<file path="config.mk">
export PLATFORM = sky130hd
export DESIGN_NAME = mem_port_arbiter
export DESIGN_NICKNAME = d
export VERILOG_FILES = /design/src/rtl/mem_port_arbiter.sv
export SDC_FILE = /design/constraint.sdc
export NUM_CORES = 1
export LEC_CHECK = 0
export CORE_AREA = 2 2 43 45
export CTS_BUF_LIST = sky130_fd_sc_hd__clkbuf_2
export DETAILED_ROUTE_END_ITERATION = 8
export DIE_AREA = 0 0 45 47
export PLACE_DENSITY_LB_ADDON = 0.15
export SLEW_MARGIN = 25
export SYNTH_ARGS = -nofsm -noshare
export SYNTH_HDL_FRONTEND = slang
export SYNTH_SLANG_ARGS = --single-unit
</file>
<file path="constraint.sdc">
create_clock -name clk -period 3.3 [get_ports clk]
set_input_delay 0.33 -clock clk [delete_from_list [all_inputs] [get_ports clk]]
set_output_delay 0.33 -clock clk [all_outputs]
set_load 0.05 [all_outputs]
</file>
<file path="src/rtl/mem_port_arbiter.sv">
// Round-robin arbiter sharing one single-ported memory among four requesters.
// Sequences a fixed-latency access per grant and returns a one-cycle ack.
module mem_port_arbiter #(
  parameter int LATENCY = 2
) (
  input  logic       clk,
  input  logic       rst,
  input  logic [3:0] req,
  output logic [3:0] grant,
  output logic [1:0] selection,
  output logic       mem_en,
  output logic [3:0] ack,
  output logic       busy
);

  typedef enum logic [1:0] {
    IDLE,
    ACCESS,
    ACK
  } state_t;

  localparam logic [3:0] LOAD = 4'(LATENCY - 1);

  state_t     state, state_n;
  logic [3:0] grant_n, ack_n;
  logic [3:0] cnt, cnt_n;
  logic [1:0] sel_n;
  logic [1:0] last, last_n;
  logic [1:0] win, idx;
  logic       hit;

  // Rotating search: last+1, last+2, last+3, then last itself.
  always_comb begin
    win = last;
    hit = 1'b0;
    idx = last;
    for (int k = 1; k <= 4; k++) begin
      idx = last + 2'(k);
      if (!hit && req[idx]) begin
        win = idx;
        hit = 1'b1;
      end
    end
  end

  always_ff @(posedge clk) begin
    if (rst) begin
      state     <= IDLE;
      grant     <= '0;
      selection <= '0;
      ack       <= '0;
      last      <= 2'd3;
      cnt       <= '0;
    end else begin
      state     <= state_n;
      grant     <= grant_n;
      selection <= sel_n;
      ack       <= ack_n;
      last      <= last_n;
      cnt       <= cnt_n;
    end
  end

  always_comb begin
    state_n = state;
    grant_n = grant;
    sel_n   = selection;
    ack_n   = '0;
    last_n  = last;
    cnt_n   = cnt;
    unique case (state)
      IDLE: begin
        if (hit) begin
          grant_n = 4'b0001 << win;
          sel_n   = win;
          last_n  = win;
          cnt_n   = LOAD;
          state_n = ACCESS;
        end
      end
      ACCESS: begin
        if (cnt != 4'd0) begin
          cnt_n = cnt - 4'd1;
        end else begin
          ack_n   = grant;
          state_n = ACK;
        end
      end
      ACK: begin
        grant_n = '0;
        state_n = IDLE;
      end
      default: begin
        grant_n = '0;
        state_n = IDLE;
      end
    endcase
  end

  assign mem_en = (state == ACCESS);
  assign busy   = (state != IDLE);

endmodule
</file>
==> results_dict.tcl, run 1 <==
set metrics [dict create \
    status "finished clean" \
    boundaryPins 18 \
    critPathTopFamily "buffers and inverters" \
    crit_path_start_kind "register" \
    synth_cell_types 32 \
    design_area_mm2 0.00101 \
    gp_congestion 0.814 \
    p_clk_frac 0.123 \
    seqPwrFrac 0.404 \
    critPathRequiredTime_ns 2.97 \
    die_w_um 45 \
    dp_cells 119 \
    mostFrequentLayoutCells "18 x dfxtp_1, 17 x clkdlybuf4s50_1, 12 x nor2_1" \
    drive_gt1_frac 0.0849 \
    fin_skew_ns 0.00813 \
    ys_warn_count 0 \
    grt_remaining_overflow 0 \
    path_clk_slew_ns 0.16 \
    fin_crit_ns 2.17 \
    slowest_stage "clkdlybuf4s50_1" \
    r2r-start "cnt[0]$_SDFFE_PP0P_" \
    detail-route-antenna-nets 0 \
    endpoint_kind "output pin" \
    rsz0062_at_grt "false" \
    grt_max_degree 15 \
    hold_path_class "reg2reg" \
    die_area_mm2 0.00212 \
    cts_tree "yes" \
    synth_seq_cells 18 \
    tns_ns 0 \
    fin_cells 123 \
    switching_share 0.436 \
    cts_buffer_depth 2 \
    syn_avg_cell_area_um2 9.26 \
    drc 0 \
    hpwlAfterDp_um 1150 \
    grtUsageTotal 0.167 \
    syn_inst 87 \
    routed_wl_um 1500 \
    worstMarginPinSlew_ns 0.683 \
    start_util 0.488 \
    numCtsBuffers 3 \
    crit_fanout 7 \
    synth_nets 95 \
    via_per_inst 5.72 \
    clock_sinks 18 \
    post_drt_wl_per_cell_um 12.2 \
    p_int_mw 0.422 \
    fin_util 0.611 \
    max_freq_mhz 460 \
    syn2layout_area_growth_pct 25.2 \
    worst-path-buf-inv 2 \
    synth-seq-area-share 0.447 \
    root_buffer "clkbuf_2" \
    post_cts_buffers 0 \
    htreeDepth 1 \
    p_leak_nw 0.405 \
    final_common_cell "dfxtp_1" \
    arrival_ns 1.84 \
    crit_start "state[0]$_SDFFE_PP0P_" \
    grt_pass1_vias 611 \
    finalCritPeriodShare 0.659 \
    clock_latency_ns 0.29 \
    max_slew_margin 0.541 \
    antenna_found_initial 0 \
    powerDensity_mw_per_mm2 741 \
    hold_viol_final 0 \
    dr.pass1.iters 4 \
    cts_hold_buf 0 \
    io_buffers 17 \
    placed_cell_area_um2 990 \
    irDropWorstVdd_v 0.000480 \
    slew_viol_final 0 \
    setup_viol 0 \
    pwr-share-comb 0.473 \
    core_mm2 0.00165 \
    hp-start "cnt[1]$_SDFFE_PP0P_" \
    row_count 15 \
    drt_iter0_drc 14 \
    slowest_delay_ns 0.80 \
    netlist_area_um2 806 \
    worstSetupPathType "reg2out" \
    n_antenna_cell 0 \
    fp.dieH_um 47 \
    vias 704 \
    maxCapViolCount 0 \
    whs_ns 0.475 \
    p_switching_mw 0.326 \
    crit_chain "nand2_1 -> inv_1 -> clkdlybuf4s50_1" \
    nNetsFinal 115 \
    grt_pass1_wl_um 2540 \
    cts.repair.resized 0 \
]
[power groups by stage]
| stage | clock [mW] | sequential [mW] | combinational [mW] |
|---|---|---|---|
| detailed placement | 0 | 0.306 | 0.355 |
| floorplan | 0 | 0.354 | 0.209 |
| CTS | 0.0965 | 0.302 | 0.356 |
| finish | 0.0919 | 0.302 | 0.354 |
| global route | 0.102 | 0.310 | 0.387 |
| global placement | 0 | 0.306 | 0.350 |
[Yosys cell counts]
master,number,area (um^2)
a211o_1,1,8.76
nor3_1,5,25.0
clkbuf_1,2,7.51
nand4bb_1,1,11.3
ha_1,2,25.0
o21bai_1,1,7.51
o21ai_2,1,8.76
o21ai_0,1,5.00
nor4_1,1,6.26
inv_1,5,18.8
a211oi_2,1,12.5
xor2_1,1,8.76
nor2_1,12,45.0
nand2b_1,1,6.26
nor4b_2,1,15.0
a211oi_1,1,7.51
o31a_1,1,8.76
and3b_1,1,8.76
o31ai_1,1,7.51
o211ai_4,1,21.3
a21oi_1,5,25.0
a32o_1,2,20.0
or4_4,1,11.3
nor2b_1,1,6.26
a31o_2,1,8.76
or3_1,4,25.0
a22o_1,2,17.5
dfxtp_1,18,360
o2111ai_1,1,8.76
and2_1,4,25.0
mux2i_1,1,10.0
nand2_1,6,22.5
[final timing paths]
| kind | end | cells past startpoint | slack (ns) |
|---|---|---|---|
| min reg2reg | cnt[1]$_SDFFE_PP0P_ | 2 | 0.47 |
| max reg2reg | cnt[3]$_SDFFE_PP0P_ | 6 | 1.66 |
| min | cnt[1]$_SDFFE_PP0P_ | 2 | 0.47 |
| max | mem_en | 3 | 1.13 |
[layout make-up]
class                      instances  area, um^2
clock buffer                       3        15.0
clock inverter                     1        3.75
fill                             151         643
inverter                           5        18.8
multi-input combinational         62         419
sequential                        18         360
tap                               17        21.3
timing repair buffer              17         170
[sequential cells by signal, indices dropped and copies added, names as in the netlist]
register and cells:
ack 4, cnt 4, grant 4, last 2
selection 2, state 2
[cell families after synthesis]
logic type	after synthesis	synth area share
AOI/OAI and AO/OA	20	0.208
xor gates and xnor gates	1	0.0109
adders and majority gates	2	0.0311
buffers and inverters	7	0.0326
DFF	18	0.447
muxes	1	0.0124
and+or+nand+nor	38	0.258
[worst register-to-register path: stages, from the launching register on]
cell,delay [ns]
dfxtp_1,0.39
inv_1,0.08
ha_1,0.21
nand4bb_1,0.18
o211ai_4,0.14
or3_1,0.38
a211oi_2,0.21
[metal layers]
layer | GRT usage | routed length, um | share of wire
met1 | 0.214 | 687 | 0.46
met2 | 0.274 | 682 | 0.45
met3 | 0.0346 | 121 | 0.081
met4 | 0.0706 | 11 | 0.0073
met5 | 0 | 0 | 0
[metrics by stage]
step | setup WS, ns | power, mW
finish | 1.13 | 0.748
CTS | 1.11 | 0.755
global route | 1.05 | 0.799
floorplan | 1.81 | 0.563
global placement | 1.29 | 0.657
detailed placement | 1.26 | 0.661
Power figures use the tool's default switching activity.
==> run 2: changes to the inputs <==
--- a/config.mk
+++ b/config.mk
@@ -5,10 +5,10 @@
 export SDC_FILE = /design/constraint.sdc
 export NUM_CORES = 1
 export LEC_CHECK = 0
-export CORE_AREA = 2 2 43 45
+export CORE_AREA = 2 2 44 46
 export CTS_BUF_LIST = sky130_fd_sc_hd__clkbuf_2
 export DETAILED_ROUTE_END_ITERATION = 8
-export DIE_AREA = 0 0 45 47
+export DIE_AREA = 0 0 46 48
 export PLACE_DENSITY_LB_ADDON = 0.15
 export SLEW_MARGIN = 25
 export SYNTH_ARGS = -nofsm -noshare
==> constraint.sdc (replaced) <==
create_clock -name clk -period 2.1 [get_ports clk]
set_input_delay 0.21 -clock clk [delete_from_list [all_inputs] [get_ports clk]]
set_output_delay 0.21 -clock clk [all_outputs]
set_load 0.05 [all_outputs]
==> run 2 against run 1 <==
  * Non-clock buffer count is 2 higher
  * Via count is 2.0% lower
  * Utilization is 0.17 points lower
  * Clock-buffer cell count stayed put
  * Wire length is 7.7% higher
  * Worst hold slack better by 0.018 ns
  * Setup slack worse by 0.73 ns
  * Power is 59% higher
  * Critical path type unchanged
  * Largest cell class unchanged
==> results_dict.tcl, run 2 (synthesis results as in run 1) <==
set metrics [dict create \
    finalCritPeriodShare 0.811 \
    arrival_ns 1.49 \
    detail-route-antenna-nets 0 \
    maxCapViolCount 0 \
    clock_latency_ns 0.29 \
    setup_viol 0 \
    syn2layout_area_growth_pct 27.6 \
    post_drt_wl_per_cell_um 13.0 \
    crit_fanout 3 \
    crit_chain "clkdlybuf4s50_1" \
    placed_cell_area_mm2 0.00100 \
    final_common_cell "dfxtp_1" \
    nNetsFinal 117 \
    fin_skew_ns 0.00158 \
    drt_iter0_drc 23 \
    endpoint_kind "output pin" \
    p_switching_mw 0.514 \
    n_antenna_cell 0 \
    dr.pass1.iters 4 \
    fin_util 0.609 \
    max_slew_margin 0.536 \
    die_area_mm2 0.00221 \
    hp-start "cnt[1]$_SDFFE_PP0P_" \
    p_leak_nw 0.437 \
    drive_gt1_frac 0.102 \
    irDropWorstVdd_v 0.000523 \
    tns_ns 0 \
    fp.dieH_um 48 \
    rsz0062_at_grt "false" \
    vias 690 \
    pwr-share-comb 0.479 \
    grt_pass1_wl_um 2640 \
    worstSetupPathType "reg2out" \
    slowest_stage "clkdlybuf4s50_1" \
    grt_pass1_vias 612 \
    gp_congestion 0.805 \
    grtUsageTotal 0.171 \
    clock_sinks 18 \
    boundaryPins 18 \
    core_mm2 0.00169 \
    worstMarginPinSlew_ns 0.691 \
    crit_start "grant[0]$_SDFFE_PP0P_" \
    numCtsBuffers 3 \
    worst-path-buf-inv 1 \
    powerDensity_mw_per_mm2 1150 \
    grt_remaining_overflow 0 \
    grt_max_degree 11 \
    seqPwrFrac 0.402 \
    fin_crit_ns 1.70 \
    critPathRequiredTime_ns 1.89 \
    max_freq_mhz 587 \
    row_count 15 \
    mostFrequentLayoutCells "18 x dfxtp_1, 15 x clkdlybuf4s50_1, 12 x nor2_1" \
    hold_viol_final 0 \
    largest_registers "ack (4), cnt (4), grant (4)" \
    start_util 0.477 \
    hpwlAfterDp_um 1280 \
    cts.repair.resized 0 \
    path_clk_slew_ns 0.16 \
    via_per_inst 5.52 \
    drc 0 \
    p_int_mw 0.672 \
    hold_path_class "reg2reg" \
    cts_hold_buf 0 \
    slowest_delay_ns 0.81 \
    p_clk_frac 0.119 \
    switching_share 0.434 \
    antenna_found_initial 0 \
    crit_path_start_kind "register" \
    status "finished clean" \
    die_w_um 46 \
    routed_wl_um 1620 \
    cts_buffer_depth 2 \
    post_cts_buffers 0 \
    htreeDepth 1 \
    cts_tree "yes" \
    slew_viol_final 0 \
    critPathTopFamily "buffers and inverters" \
    design_area_mm2 0.00103 \
    root_buffer "clkbuf_2" \
    r2r-start "cnt[0]$_SDFFE_PP0P_" \
    io_buffers 17 \
]
[run 2: cell types whose count changed in the layout (fill, tap and decap cells not counted)]
cell	delta
buf_4	+2
clkdlybuf4s50_1	-2
dlymetal6s2s_1	+2
[run 2: metrics by stage]
step,instances,total power [mW],hold WS [ns],setup WS (ns)
floorplan,87,0.885,0.319,0.610
global placement,121,1.04,0.471,0.217
detailed placement,121,1.06,0.477,0.205
CTS,125,1.21,0.498,0.0447
global route,125,1.28,0.520,0.321
finish,125,1.19,0.493,0.396
[run 2: worst paths after layout]
| path | cells after the start | slack [ns] | to |
|---|---|---|---|
| worst max register to register | 6 | 0.43 | cnt[3]$_SDFFE_PP0P_ |
| worst min register to register | 2 | 0.49 | cnt[1]$_SDFFE_PP0P_ |
| worst min-delay path | 2 | 0.49 | cnt[1]$_SDFFE_PP0P_ |
| worst max-delay path | 1 | 0.40 | grant[0] |
[run 2: final cells by class]
cell class,instances,area (um^2)
clock buffer,3,15.0
clock inverter,1,3.75
fill,163,661
inverter,5,18.8
multi-input combinational,62,419
sequential,18,360
tap,17,21.3
timing repair buffer,19,190
[run 2: per-layer routing]
metal,GRT usage,part of all wire
met1,0.206,0.45
met2,0.281,0.51
met3,0.0340,0.032
met4,0.103,0.0068
met5,0,0
[run 2: power by group through the flow]
| stage | clock network [mW] | registers (mW) | logic (mW) |
|---|---|---|---|
| 2_1_floorplan | 0 | 0.557 | 0.329 |
| 3_3_place_gp | 0 | 0.482 | 0.562 |
| 3_5_place_dp | 0 | 0.485 | 0.573 |
| 4_1_cts | 0.156 | 0.476 | 0.575 |
| 5_1_grt | 0.167 | 0.490 | 0.625 |
| 6_report | 0.141 | 0.476 | 0.568 |
